<file path="config.mk">
export PLATFORM = sky130hd
export DESIGN_NAME = spi_xfer_arbiter
export DESIGN_NICKNAME = d
export VERILOG_FILES = /design/src/rtl/spi_xfer_arbiter.sv
export SDC_FILE = /design/constraint.sdc
export NUM_CORES = 1
export LEC_CHECK = 0
export BUFFER_PORTS_ARGS = -buffer_cell sky130_fd_sc_hd__buf_2
export CAP_MARGIN = 10
export CORE_MARGIN = 5
export CORE_UTILIZATION = 53
export CTS_BUF_LIST = sky130_fd_sc_hd__clkbuf_4
export CTS_CLUSTER_SIZE = 24
export DETAILED_ROUTE_END_ITERATION = 10
export PLACE_DENSITY_LB_ADDON = 0.08
export SETUP_SLACK_MARGIN = 0.05
export SYNTH_ARGS = -nofsm -noshare
export SYNTH_HDL_FRONTEND = slang
export SYNTH_SLANG_ARGS = --single-unit
</file>
<file path="constraint.sdc">
create_clock -name clk -period 4.4 [get_ports clk]
set_input_delay 0.44 -clock clk [delete_from_list [all_inputs] [get_ports clk]]
set_output_delay 0.44 -clock clk [all_outputs]
set_load 0.02 [all_outputs]
</file>
<file path="src/rtl/spi_xfer_arbiter.sv">
// Round-robin arbiter sharing one SPI driver between NUM_REQ requesters.
// Latches the winner's command, runs the driver handshake with a timeout, returns the response.
module spi_xfer_arbiter #(
  parameter int NUM_REQ        = 4,
  parameter int SPI_MAXLEN     = 16,
  parameter int TIMEOUT_CYCLES = 4096,
  parameter int LENW           = $clog2(SPI_MAXLEN) + 1
) (
  input  logic                           clk,
  input  logic                           areset,
  input  logic [NUM_REQ-1:0]             req,
  input  logic [NUM_REQ*LENW-1:0]        req_len,
  input  logic [NUM_REQ*SPI_MAXLEN-1:0]  req_tx,
  output logic [NUM_REQ-1:0]             gnt,
  output logic [NUM_REQ-1:0]             rsp_valid,
  output logic [SPI_MAXLEN-1:0]          rsp_data,
  output logic                           rsp_err,
  output logic                           busy,
  input  logic                           drv_rdy,
  input  logic                           drv_done,
  input  logic [SPI_MAXLEN-1:0]          drv_rx_data,
  output logic                           drv_start,
  output logic [LENW-1:0]                drv_n_clks,
  output logic [SPI_MAXLEN-1:0]          drv_tx_data
);

  localparam int IDXW = (NUM_REQ > 1) ? $clog2(NUM_REQ) : 1;
  localparam int TOW  = $clog2(TIMEOUT_CYCLES) + 1;

  typedef enum logic [2:0] {
    S_IDLE,
    S_START,
    S_WAIT,
    S_RESP,
    S_ERR
  } state_t;

  state_t                  state_q, state_d;
  logic [IDXW-1:0]         ptr_q, ptr_d;
  logic [IDXW-1:0]         win_q, win_d;
  logic [LENW-1:0]         len_q, len_d;
  logic [SPI_MAXLEN-1:0]   tx_q, tx_d;
  logic [TOW-1:0]          cnt_q, cnt_d;
  logic [NUM_REQ-1:0]      gnt_q, gnt_d;
  logic [NUM_REQ-1:0]      rsp_valid_q, rsp_valid_d;
  logic [SPI_MAXLEN-1:0]   rsp_data_q, rsp_data_d;
  logic                    rsp_err_q, rsp_err_d;
  logic                    busy_q, busy_d;
  logic                    drv_start_q, drv_start_d;

  logic                    arb_found;
  logic [IDXW-1:0]         arb_idx;
  logic [LENW-1:0]         len_sel;
  logic [SPI_MAXLEN-1:0]   tx_sel;

  function automatic logic [NUM_REQ-1:0] onehot(input logic [IDXW-1:0] i);
    logic [NUM_REQ-1:0] v;
    v    = '0;
    v[i] = 1'b1;
    return v;
  endfunction

  // Search starts just above the last served requester and wraps around.
  always_comb begin
    int              cand;
    logic [IDXW-1:0] c;
    arb_found = 1'b0;
    arb_idx   = ptr_q;
    cand      = 0;
    c         = '0;
    for (int k = 1; k <= NUM_REQ; k++) begin
      cand = int'(ptr_q) + k;
      if (cand >= NUM_REQ) cand = cand - NUM_REQ;
      c = IDXW'(cand);
      if (!arb_found && req[c]) begin
        arb_found = 1'b1;
        arb_idx   = c;
      end
    end
  end

  assign len_sel = req_len[int'(arb_idx)*LENW +: LENW];
  assign tx_sel  = req_tx[int'(arb_idx)*SPI_MAXLEN +: SPI_MAXLEN];

  always_comb begin
    state_d     = state_q;
    ptr_d       = ptr_q;
    win_d       = win_q;
    len_d       = len_q;
    tx_d        = tx_q;
    cnt_d       = cnt_q;
    gnt_d       = '0;
    rsp_valid_d = '0;
    rsp_data_d  = rsp_data_q;
    rsp_err_d   = rsp_err_q;
    drv_start_d = drv_start_q;

    case (state_q)
      S_IDLE: begin
        if (arb_found && drv_rdy) begin
          win_d = arb_idx;
          len_d = len_sel;
          tx_d  = tx_sel;
          gnt_d = onehot(arb_idx);
          if (len_sel == '0 || len_sel > LENW'(SPI_MAXLEN)) begin
            state_d = S_ERR;
          end else begin
            state_d     = S_START;
            drv_start_d = 1'b1;
          end
        end
      end
      S_START: begin
        state_d = S_WAIT;
        cnt_d   = '0;
      end
      S_WAIT: begin
        // A done pulse on the final timeout cycle still counts as success.
        if (drv_done) begin
          rsp_data_d  = drv_rx_data;
          rsp_err_d   = 1'b0;
          rsp_valid_d = onehot(win_q);
          drv_start_d = 1'b0;
          state_d     = S_RESP;
        end else if (cnt_q == TOW'(TIMEOUT_CYCLES - 1)) begin
          rsp_data_d  = '0;
          rsp_err_d   = 1'b1;
          rsp_valid_d = onehot(win_q);
          drv_start_d = 1'b0;
          state_d     = S_RESP;
        end else begin
          cnt_d = cnt_q + TOW'(1);
        end
      end
      S_ERR: begin
        rsp_data_d  = '0;
        rsp_err_d   = 1'b1;
        rsp_valid_d = onehot(win_q);
        state_d     = S_RESP;
      end
      S_RESP: begin
        ptr_d   = win_q;
        state_d = S_IDLE;
      end
      default: begin
        state_d     = S_IDLE;
        drv_start_d = 1'b0;
      end
    endcase

    busy_d = (state_d != S_IDLE);
  end

  always_ff @(posedge clk or posedge areset) begin
    if (areset) begin
      state_q     <= S_IDLE;
      ptr_q       <= IDXW'(NUM_REQ - 1);
      win_q       <= '0;
      len_q       <= '0;
      tx_q        <= '0;
      cnt_q       <= '0;
      gnt_q       <= '0;
      rsp_valid_q <= '0;
      rsp_data_q  <= '0;
      rsp_err_q   <= 1'b0;
      busy_q      <= 1'b0;
      drv_start_q <= 1'b0;
    end else begin
      state_q     <= state_d;
      ptr_q       <= ptr_d;
      win_q       <= win_d;
      len_q       <= len_d;
      tx_q        <= tx_d;
      cnt_q       <= cnt_d;
      gnt_q       <= gnt_d;
      rsp_valid_q <= rsp_valid_d;
      rsp_data_q  <= rsp_data_d;
      rsp_err_q   <= rsp_err_d;
      busy_q      <= busy_d;
      drv_start_q <= drv_start_d;
    end
  end

  assign gnt         = gnt_q;
  assign rsp_valid   = rsp_valid_q;
  assign rsp_data    = rsp_data_q;
  assign rsp_err     = rsp_err_q;
  assign busy        = busy_q;
  assign drv_start   = drv_start_q;
  assign drv_n_clks  = len_q;
  assign drv_tx_data = tx_q;

endmodule

</file>
Word-level counts from Yosys, hierarchy flattened
Cells that the tools add are included.
{"block": "totals", "in_bits": 108, "ff_bits": 68, "output_inout_bits": 48, "wordCells": 116}
{"block": "classes", "mux": 48, "n_mul": 1, "order_cmp": 13, "reduce_logical": 20, "addsub": 9, "bitwise_logic": 1, "n_shift": 2, "n_eq_ne": 10}
{"operator": "$shiftx 64x7->16", "count": 1}
{"operator": "$mux 16", "count": 2}
{"operator": "$pmux 16 s2", "count": 1}
{"operator": "$mux 13", "count": 2}
{"operator": "$pmux 13 s2", "count": 1}
{"operator": "$shiftx 20x6->5", "count": 1}
{"operator": "$lt 2x3->1 const B", "count": 6}
{"operator": "$mux 1", "count": 16}
{"operator": "$mux 2", "count": 8}
{"operator": "$mux 4", "count": 4}
{"operator": "$add 13x1->13 const B", "count": 1}
{"operator": "$eq 13x12->1 const B", "count": 1}
{"operator": "$mux 3", "count": 4}
{"operator": "$pmux 3 s4", "count": 1}
{"operator": "$ge 3x3->1 const B", "count": 3}
{"operator": "$bmux 1 s2", "count": 4}
{"operator": "$ne 2x2->1 const B", "count": 4}
{"operator": "$pmux 4 s2", "count": 1}
{"operator": "$sub 2x1->2 const B", "count": 4}
{"operator": "$add 2x2->3 const B", "count": 2}
{"operator": "$eq 3x2->1 const B", "count": 2}
{"operator": "$logic_and 1x1->1", "count": 6}
{"operator": "$gt 5x5->1 const B", "count": 1}
{"operator": "$logic_not 5->1", "count": 1}
{"operator": "21 further kinds", "count": 27}

Longest topological paths before layout
Gate-level depths: netlist (run 1).
{"block": "depth", "word_depth": 23, "ltp_mapped": 10, "ltp_nobuf": 8}

Least setup slack after synthesis (run 1)
Ideal clock, no wire load.
{"block": "synth_timing", "kind": "reg-to-reg", "startpoint": "reg cnt_q[0]", "endpoint": "reg cnt_q[11]", "required_time_ps": 4268, "arrival_ps": 2235, "path_slack_ps": 2033, "stages_incl_launch_ff": 11, "path_buffers": 2, "setup_ps": 132, "synth_period_minus_slack_ps": 2367, "cell_sequence": "dfrtp_1 -> ha_1 -> nand4b_1 -> nor3_1 -> or3b_1 -> buf_6 -> or4_4 -> buf_6 -> a21oi_1 -> xnor2_1 -> nor2_1"}
{"block": "synth_between", "elab_chain_cells": 4, "word_cells_on_any_way": 7, "cone_classes": "1 x add/sub; 2 x eq/ne; 3 x mux; 1 x reduce/logical"}
{"item": "start, declared", "line_no": "43", "source": "logic [TOW-1:0] cnt_q, cnt_d;"}
{"item": "start signal, assigned", "line_no": "174", "source": "cnt_q <= cnt_d;"}
{"item": "$add 13x1->13", "line_no": "132", "source": "cnt_d = cnt_q + TOW'(1);"}
{"item": "$mux 13", "line_no": "125", "source": "end else if (cnt_q == TOW'(TIMEOUT_CYCLES - 1)) begin"}
{"item": "$mux 13", "line_no": "119", "source": "if (drv_done) begin"}
{"item": "$pmux 13 s2", "line_no": "98", "source": "case (state_q)"}
Several ways; a longest one is shown, not always the timed one. The select of a mux whose other input is x is not followed.
A chain may end at the register's enable or synchronous reset.

Final worst setup path (run 1)
{"block": "layout_timing", "startpoint": "reg ptr_q[0]", "endpoint": "reg tx_q[14] (netlist: drv_tx_data[14])"}
{"block": "layout_between", "elab_chain_cells": 17, "word_cells_on_any_way": 41, "cone_classes": "8 x add/sub; 4 x order compare; 1 x shift; 20 x mux; 8 x reduce/logical"}
{"item": "start, declared", "line_no": "39", "source": "logic [IDXW-1:0] ptr_q, ptr_d;"}
{"item": "start signal, assigned", "line_no": "157", "source": "ptr_q <= IDXW'(NUM_REQ - 1);"}
{"item": "start signal, assigned", "line_no": "170", "source": "ptr_q <= ptr_d;"}
{"item": "branches (longest 17 deep; another with $add 2x1->3)"}
{"item": "end signal, assigned", "line_no": "173", "source": "tx_q <= tx_d;"}
{"item": "end, declared", "line_no": "42", "source": "logic [SPI_MAXLEN-1:0] tx_q, tx_d;"}
Parallel ways; which one is timed is not known. The select of a mux whose other input is x is not followed.

==> results of run 1 <==
-- metal layers --
| metal | GRT usage (%) | routed length (um) | vias to the layer above |
|---|---|---|---|
| met2 | 36.7 | 4520 | 140 |
| met5 | 0 | 13 | - |
| met4 | 7.70 | 144 | 2 |
| met3 | 6.61 | 771 | 14 |
| li1 | - | - | 1657 |
| met1 | 29.2 | 4030 | 1554 |
-- metrics by stage --
stage / worst slack [ps] / hold slack (ps) / area, um^2
2_1_floorplan: 2030 / 473 / 3490
3_3_place_gp: 1720 / 415 / 4300
3_5_place_dp: 1630 / 423 / 4300
4_1_cts: 1710 / 220 / 4490
5_1_grt: 1470 / 211 / 4490
6_report: 1720 / 227 / 4490
-- worst register-to-register path: stages (launching register included) --
cell and delay [ps]:
dfstp_2 560, nor2b_1 60, o21ai_1 270, o21a_1 810, buf_4 360, nand2_1 70, and3_1 180, a311oi_1 220
a21o_1 120
-- power by group --
group	internal, uW	total [uW]	switching (uW)
registers	857	1030	174
logic	532	1380	850
clock network	285	517	232
-- cells in the mapped netlist --
library cell	number
nand2b_1	2
dfrtp_1	66
nand2_1	102
a32o_1	1
clkbuf_1	24
buf_2	1
o22ai_1	1
a22oi_1	1
o31ai_1	1
a31oi_1	1
xor2_1	1
a21o_1	17
ha_1	1
nand4_1	3
nand3b_1	1
and2_1	1
buf_6	2
inv_1	7
nand3_1	12
o21ai_0	11
buf_1	2
a311oi_1	17
and4_1	1
nor4_1	5
a22o_1	16
nor3b_1	5
mux2i_1	5
xnor2_1	9
dfstp_2	2
o21a_1	1
or3b_1	1
nor2b_1	5
nor3_1	10
nor2_1	20
and3_1	19
o21ai_1	6
a21oi_1	6
or4_4	1
nand4b_1	2
mux2_2	3
-- final cells by class --
type	instances	area, um^2
flip-flops and latches	68	1700
clock inverters	7	115
clock buffers	9	67.6
fillers	518	1900
repair buffers	161	823
inverters	7	26.3
well taps	77	96.3
multi-input cells	288	1660
-- sequential cells by signal, indices dropped and copies added (netlist names) --
| name | flops |
|---|---|
| drv_n_clks | 5 |
| busy | 1 |
| state_q | 3 |
| win_q | 2 |
| rsp_data | 16 |
| gnt | 4 |
| cnt_q | 13 |
| rsp_valid | 4 |
| drv_tx_data | 16 |
| ptr_q | 2 |
| rsp_err | 1 |
| drv_start | 1 |
-- kinds of logic after synthesis --
family | count (synthesis)
AO/OA/AOI/OAI | 79
flip-flops | 68
buffers and inverters | 36
multiplexers | 8
adder cells (fa/ha/maj) | 1
XOR/XNOR | 10
AND/OR/NAND/NOR | 190
-- how the worst max path moves through the flow --
| stage | depth (start not counted) | slack, ps | to |
|---|---|---|---|
| global route | 7 | 1470 | state_q[0]$_DFF_PP0_ |
| detailed placement | 9 | 1630 | drv_tx_data[14]$_DFFE_PP0P_ |
| finish | 8 | 1720 | drv_tx_data[14]$_DFFE_PP0P_ |
| global placement | 9 | 1720 | drv_tx_data[9]$_DFFE_PP0P_ |
| CTS | 7 | 1710 | state_q[0]$_DFF_PP0_ |
| floorplan | 10 | 2030 | cnt_q[11]$_DFFE_PP0P_ |
-- timing repair --
item | CTS | global route
endpoints found under the hold margin | 16 | 0
hold buffers | 1 | 0
gates resized for setup | 0 | 0
==> summary.txt, run 1 <==
STA
  – Final setup violation count: 0
  – Worst Max-Slew Pin Slew: 1070 ps
  – Final Cycle Share: 60.8%
  – Worst relative slew slack: 28.3%
  – RSZ-0062 raised after global routing: no
  – Fmax: 374 MHz
  – Final Hold Violating Endpoints: 0
  – Minimum clock period: 2680 ps
  – Worst Skew: 21.3 ps
  – Pins over their slew limit: 0
  – Setup total negative slack: 0 ps

Synth
  – Main combinational cell family by area after synthesis: simple AND/OR/NAND/NOR gates
  – Multiplexer area fraction after synthesis: 2.40%
  – Area leader, netlist: dfrtp_1
  – Synth Area in Adders: 0.358%
  – #FFs+latches synth: 68
  – Count of cell types in the netlist: 40
  – Seq/Total Area, Yosys: 48.8%
  – XOR/XNOR Fraction of Synth Area: 2.51%
  – Syn Area/Cell: 8.91 um^2
  – Area share of the largest cell type after synthesis: 47.3%
  – Syn Inst Count: 392
  – Post-Synth Simple-Gate Area: 25.1%
  – Syn_nets: 501
  – Main area contributors after synthesis: dfrtp_1 (47%), nand2_1 (11%), a311oi_1 (4.3%)
  – Post-synthesis compound-gate area fraction: 16.5%
  – Synth warn: 0
  – Cell area after synthesis: 3490 um^2

Outcome
  – Status: completed

Finish
  – Final Non-Filler Cells: 617
  – Final nets: 644
  – Area delta synth->final: 28.5%
  – Share of layout cells above drive strength 1: 34.1%
  – Most common cell after layout, fill and taps aside: buf_2
  – Diodes inserted: 0
  – Final core utilization: 70.3%
  – Leading cell types in the layout, fill and taps excluded: buf_2 (155), nand2_1 (102), dfrtp_1 (66)

Clocking
  – Post-CTS Setup Repair Bufs: 0
  – CTS Sinks: 68
  – CTS tree: yes
  – Bufs on Longest Clock Path: 2
  – Reg clk slew, reported paths: 120 ps
  – Clk_lat worst skew: 430 ps
  – Root Buffer: clkbuf_4
  – CTS buffer count: 9
  – CTS H-tree lvls: 3

Drt
  – Drt wl/cell: 15.4 um
  – Drt initial violations: 146
  – Via density: 5.46
  – DRT Pass-1 Iters: 4
  – # DRC: 0
  – Routed via count: 3,367
  – Drt total wl: 9480 um
  – Antenna Nets Post-Route: 0

Pwr
  – P_leak: 0.00243 uW
  – VDD IR-drop max: 0.395 mV
  – Power Dens Cells: 653 nW/um^2
  – Post-layout power: 2930 uW

Critical path
  – CP Max Fanout: 28
  – Worst path bufs/invs: 1
  – R2R Setup Slk: 1720 ps
  – CP max stage cell: o21a_1
  – CP startpoint: ptr_q[0]$_DFFE_PP1P_
  – Worst r2r src: ptr_q[0]$_DFFE_PP1P_
  – Worst R2R Path Depth: 8
  – Sequence of cells on the critical path: nor2b_1 > o21ai_1 > o21a_1 > buf_4 > nand2_1 > and3_1 > a311oi_1 > a21o_1
  – Critical path arrival: 3050 ps
  – Critical Path Source Type: flip-flop
  – Worst path required time: 4780 ps
  – Worst path max stage delay: 800 ps
  – Setup crit end kind: flip-flop
  – Worst r2r dst: drv_tx_data[14]$_DFFE_PP0P_
  – Crit-path leading delay family: compound AO/OA/AOI/OAI gates
  – CP Class: flip-flop to flip-flop

Global routing
  – Gr ovfl total: 0
  – First-pass GRT wire length: 15,300 um
  – GRT Resource Usage Total: 22.7%
  – Largest net degree at the start of global routing: 55
  – Antenna violations before repair: 1
  – Vias in the first global route: 3,255

Hold path
  – Hold Crit Depth: 2
  – Hold Path Sink: rsp_data[15]$_DFFE_PP0P_
  – Hold_sp: drv_rx_data[15]
  – Hold WC Path Type: input pin to flip-flop

Placed design
  – Placed cells: 600
  – RePlAce Congestion: 0.834
  – Port-buffer cells: 155
  – DP HPWL: 6910 um

Floorplan
  – I/O pins: 156
  – Height of the die: 91.2 um
  – Rows: 29
  – Initial Util: 54.7%
  – Die ar.: 8320 um^2
  – DIE WIDTH: 91.2 um
  – Core area: 6390 um^2

Flow run
  – Max-cap violations: 0
Note: power is estimated with default switching activity, not from simulation.
==> run 2: changes to the inputs <==
ABC_AREA = 1   (was not set)
CORE_UTILIZATION = 49   (was 53)
clock period = 2.55 ns   (was 4.4 ns; I/O delays follow)
==> summary.txt, run 2 <==
Outcome
  – Status: completed (unchanged)

Drt
  – Antenna Nets Post-Route: 0 (unchanged)
  – Drt total wl: 9850 um (was 9480 um)
  – Via density: 5.10 (was 5.46)
  – Drt initial violations: 201 (was 146)
  – Routed via count: 3,522 (was 3,367)
  – DRT Pass-1 Iters: 5 (was 4)
  – Drt wl/cell: 14.2 um (was 15.4 um)
  – # DRC: 0 (unchanged)

Global routing
  – First-pass GRT wire length: 15,900 um (was 15,300 um)
  – Largest net degree at the start of global routing: 69 (was 55)
  – Vias in the first global route: 3,472 (was 3,255)
  – GRT Resource Usage Total: 22.6% (was 22.7%)
  – Gr ovfl total: 0 (unchanged)
  – Antenna violations before repair: 1 (unchanged)

Finish
  – Final nets: 695 (was 644)
  – Most common cell after layout, fill and taps aside: buf_2 (unchanged)
  – Share of layout cells above drive strength 1: 37.7% (was 34.1%)
  – Area delta synth->final: 31.0% (was 28.5%)
  – Leading cell types in the layout, fill and taps excluded: buf_2 (155), nand2_1 (125), dfrtp_1 (66) (was buf_2 (155), nand2_1 (102), dfrtp_1 (66))
  – Design Area, Final: 4650 um^2 (was 4490 um^2)

Synth
  – Synth warn: 0 (unchanged)
  – Count of cell types in the netlist: 37 (was 40)
  – Ys async rst share: 100% (unchanged)
  – Area leader, netlist: dfrtp_1 (unchanged)
  – Syn_nets: 528 (was 501)
  – #FFs+latches synth: 68 (unchanged)
  – Cell area after synthesis: 3550 um^2 (was 3490 um^2)
  – Main area contributors after synthesis: dfrtp_1 (47%), nand2_1 (13%), nand3_1 (4.7%) (was dfrtp_1 (47%), nand2_1 (11%), a311oi_1 (4.3%))
  – Seq/Total Area, Yosys: 48.0% (was 48.8%)
  – Ys flop type: dfrtp_1 (unchanged)
  – Post-synth top cells: nand2_1 (125), dfrtp_1 (66), nand3_1 (33) (was nand2_1 (102), dfrtp_1 (66), clkbuf_1 (24))
  – Number of synthesized flops with an enable pin: 0 (unchanged)
  – Area share of the largest cell type after synthesis: 46.5% (was 47.3%)
  – Top-count cell post-synth: nand2_1 (unchanged)
  – Syn Inst Count: 419 (was 392)
  – Syn Area/Cell: 8.47 um^2 (was 8.91 um^2)

Placed design
  – Port-buffer cells: 155 (unchanged)
  – DP Area: 4470 um^2 (was 4300 um^2)
  – DP HPWL: 7580 um (was 6910 um)
  – RePlAce Congestion: 0.912 (was 0.834)

STA
  – Fmax: 431 MHz (was 374 MHz)
  – Minimum clock period: 2320 ps (was 2680 ps)
  – Worst Skew: 22.1 ps (was 21.3 ps)
  – Final Hold Violating Endpoints: 0 (unchanged)
  – Final Cycle Share: 91.1% (was 60.8%)
  – Worst relative slew slack: 69.7% (was 28.3%)
  – Final setup violation count: 0 (unchanged)
  – Pins over their slew limit: 0 (unchanged)
  – RSZ-0062 raised after global routing: no (unchanged)
  – Hold WS: 51.9 ps (was 227 ps)
  – Setup total negative slack: 0 ps (unchanged)
  – Worst Max-Slew Pin Slew: 450 ps (was 1070 ps)

Clocking
  – CTS Sinks: 68 (unchanged)
  – Clk_lat worst skew: 420 ps (was 430 ps)
  – CTS tree: yes (unchanged)
  – CTS H-tree lvls: 3 (unchanged)
  – Root Buffer: clkbuf_4 (unchanged)
  – Bufs on Longest Clock Path: 2 (unchanged)
  – Reg clk slew, reported paths: 130 ps (was 120 ps)
  – CTS buffer count: 9 (unchanged)

Critical path
  – Critical path arrival: 2620 ps (was 3050 ps)
  – CP max stage cell: dfstp_4 (was o21a_1)
  – Worst path max stage delay: 730 ps (was 800 ps)
  – Sequence of cells on the critical path: inv_8 > nand2_2 > nand2_1 > nand2_1 > nand2_2 > nand2_4 > nand2_2 > nand2_4 > nand2_4 > nand2_1 > nand2_1 > nand2_1 > nand2_1 > nor2_2 > nand3_1 > and2_4 > nand2_2 > nand2_2 (was nor2b_1 > o21ai_1 > o21a_1 > buf_4 > nand2_1 > and3_1 > a311oi_1 > a21o_1)
  – CP Max Fanout: 10 (was 28)
  – Worst path required time: 2850 ps (was 4780 ps)
  – Most frequent cell on the critical path: nand2_1
  – Critical Path Source Type: flip-flop (unchanged)
  – Setup crit end kind: flip-flop (unchanged)
  – CP Class: flip-flop to flip-flop (unchanged)

Floorplan
  – Core area: 7140 um^2 (was 6390 um^2)
  – Height of the die: 95.1 um (was 91.2 um)
  – Die ar.: 9050 um^2 (was 8320 um^2)
  – I/O pins: 156 (unchanged)
  – Initial Util: 49.8% (was 54.7%)
  – Rows: 31 (was 29)
  – DIE WIDTH: 95.1 um (was 91.2 um)

Pwr
  – VDD IR-drop max: 0.478 mV (was 0.395 mV)
  – P_leak: 0.00248 uW (was 0.00243 uW)
  – Power Dens Cells: 1280 nW/um^2 (was 653 nW/um^2)

Hold path
  – Hold WC Path Type: input pin to flip-flop (unchanged)

Flow run
  – Max-cap violations: 0 (unchanged)
## run 2: cell types whose count changed in the layout (fill, tap and decap cells not counted), moves of 17 or more
cell	delta
a21o_1	-17
nand3_1	+21
and3_1	-19
nand2_1	+23
inv_1	+24
## run 2: cells by family after synthesis
kind of cell             after synthesis  share of synthesized area, %
flip-flops                            68                          48.0
adder cells (fa/ha/maj)                1                         0.352
AO/OA/AOI/OAI                         72                          14.8
buffers and inverters                 46                          5.78
AND/OR/NAND/NOR                      232                          31.1
## run 2: where the power goes
part / switching [uW] / internal (uW) / leakage, uW / total [uW]
clock network: 422 / 304 / 0.0000803 / 726
logic: 2180 / 1270 / 0.00154 / 3450
registers: 267 / 1510 / 0.000856 / 1770
## run 2: area by class of cell
class / count / area [um^2]
fillers: 667 / 2490
flip-flops and latches: 68 / 1710
multi-input cells: 305 / 1650
repair buffers: 169 / 896
inverters: 33 / 131
well taps: 99 / 124
clock inverters: 7 / 75.1
clock buffers: 9 / 67.6
diodes: 1 / 2.50
## run 2: routing by layer
layer / vias up / GRT usage, % / wire, um / share of wire [%]
li1: 1753 / - / - / -
met1: 1643 / 27.7 / 4000 / 41
met2: 111 / 38.3 / 4970 / 51
met3: 15 / 5.29 / 670 / 6.8
met4: 0 / 9.13 / 204 / 2.1
met5: - / 0 / 0 / 0
## run 2: worst paths after layout
path	slack, ps	end	depth (start not counted)	startpoint
max in group asynchronous	1760	ptr_q[0]$_DFFE_PP1P_	4	areset
min in group asynchronous	440	rsp_data[3]$_DFFE_PP0P_	4	areset
worst max-delay path	230	state_q[0]$_DFF_PP0_	18	ptr_q[0]$_DFFE_PP1P_
worst min-delay path	50	rsp_data[5]$_DFFE_PP0P_	2	drv_rx_data[5]
worst min register to register	450	rsp_valid[0]$_DFF_PP0_	1	win_q[1]$_DFFE_PP0P_
worst max register to register	230	state_q[0]$_DFF_PP0_	18	ptr_q[0]$_DFFE_PP1P_
## run 2: repair_timing
action                                  4_1_cts  5_1_grt
hold endpoints to repair                     66        0
setup buffers                                 0        3
endpoints found under the setup margin        0        4
hold buffers                                  1        0
gates resized for setup                       0        1
## run 2: per-stage QoR
step | std cells | worst slack (ps) | utilization [%] | total power (uW)
CTS | 687 | 83.6 | 64.8 | 5920
global placement | 670 | 194 | 62.6 | 5120
finish | 691 | 228 | 65.2 | 5950
floorplan | 419 | 476 | - | 4260
global route | 691 | 55.0 | 65.2 | 6450
detailed placement | 670 | 107 | 62.6 | 5180
## run 2: critical path: cells and delay by family, from the launching register on
kind,cells,cell delay (ps)
buffers and inverters,1,60
AND/OR/NAND/NOR,17,1430
flip-flops,1,730
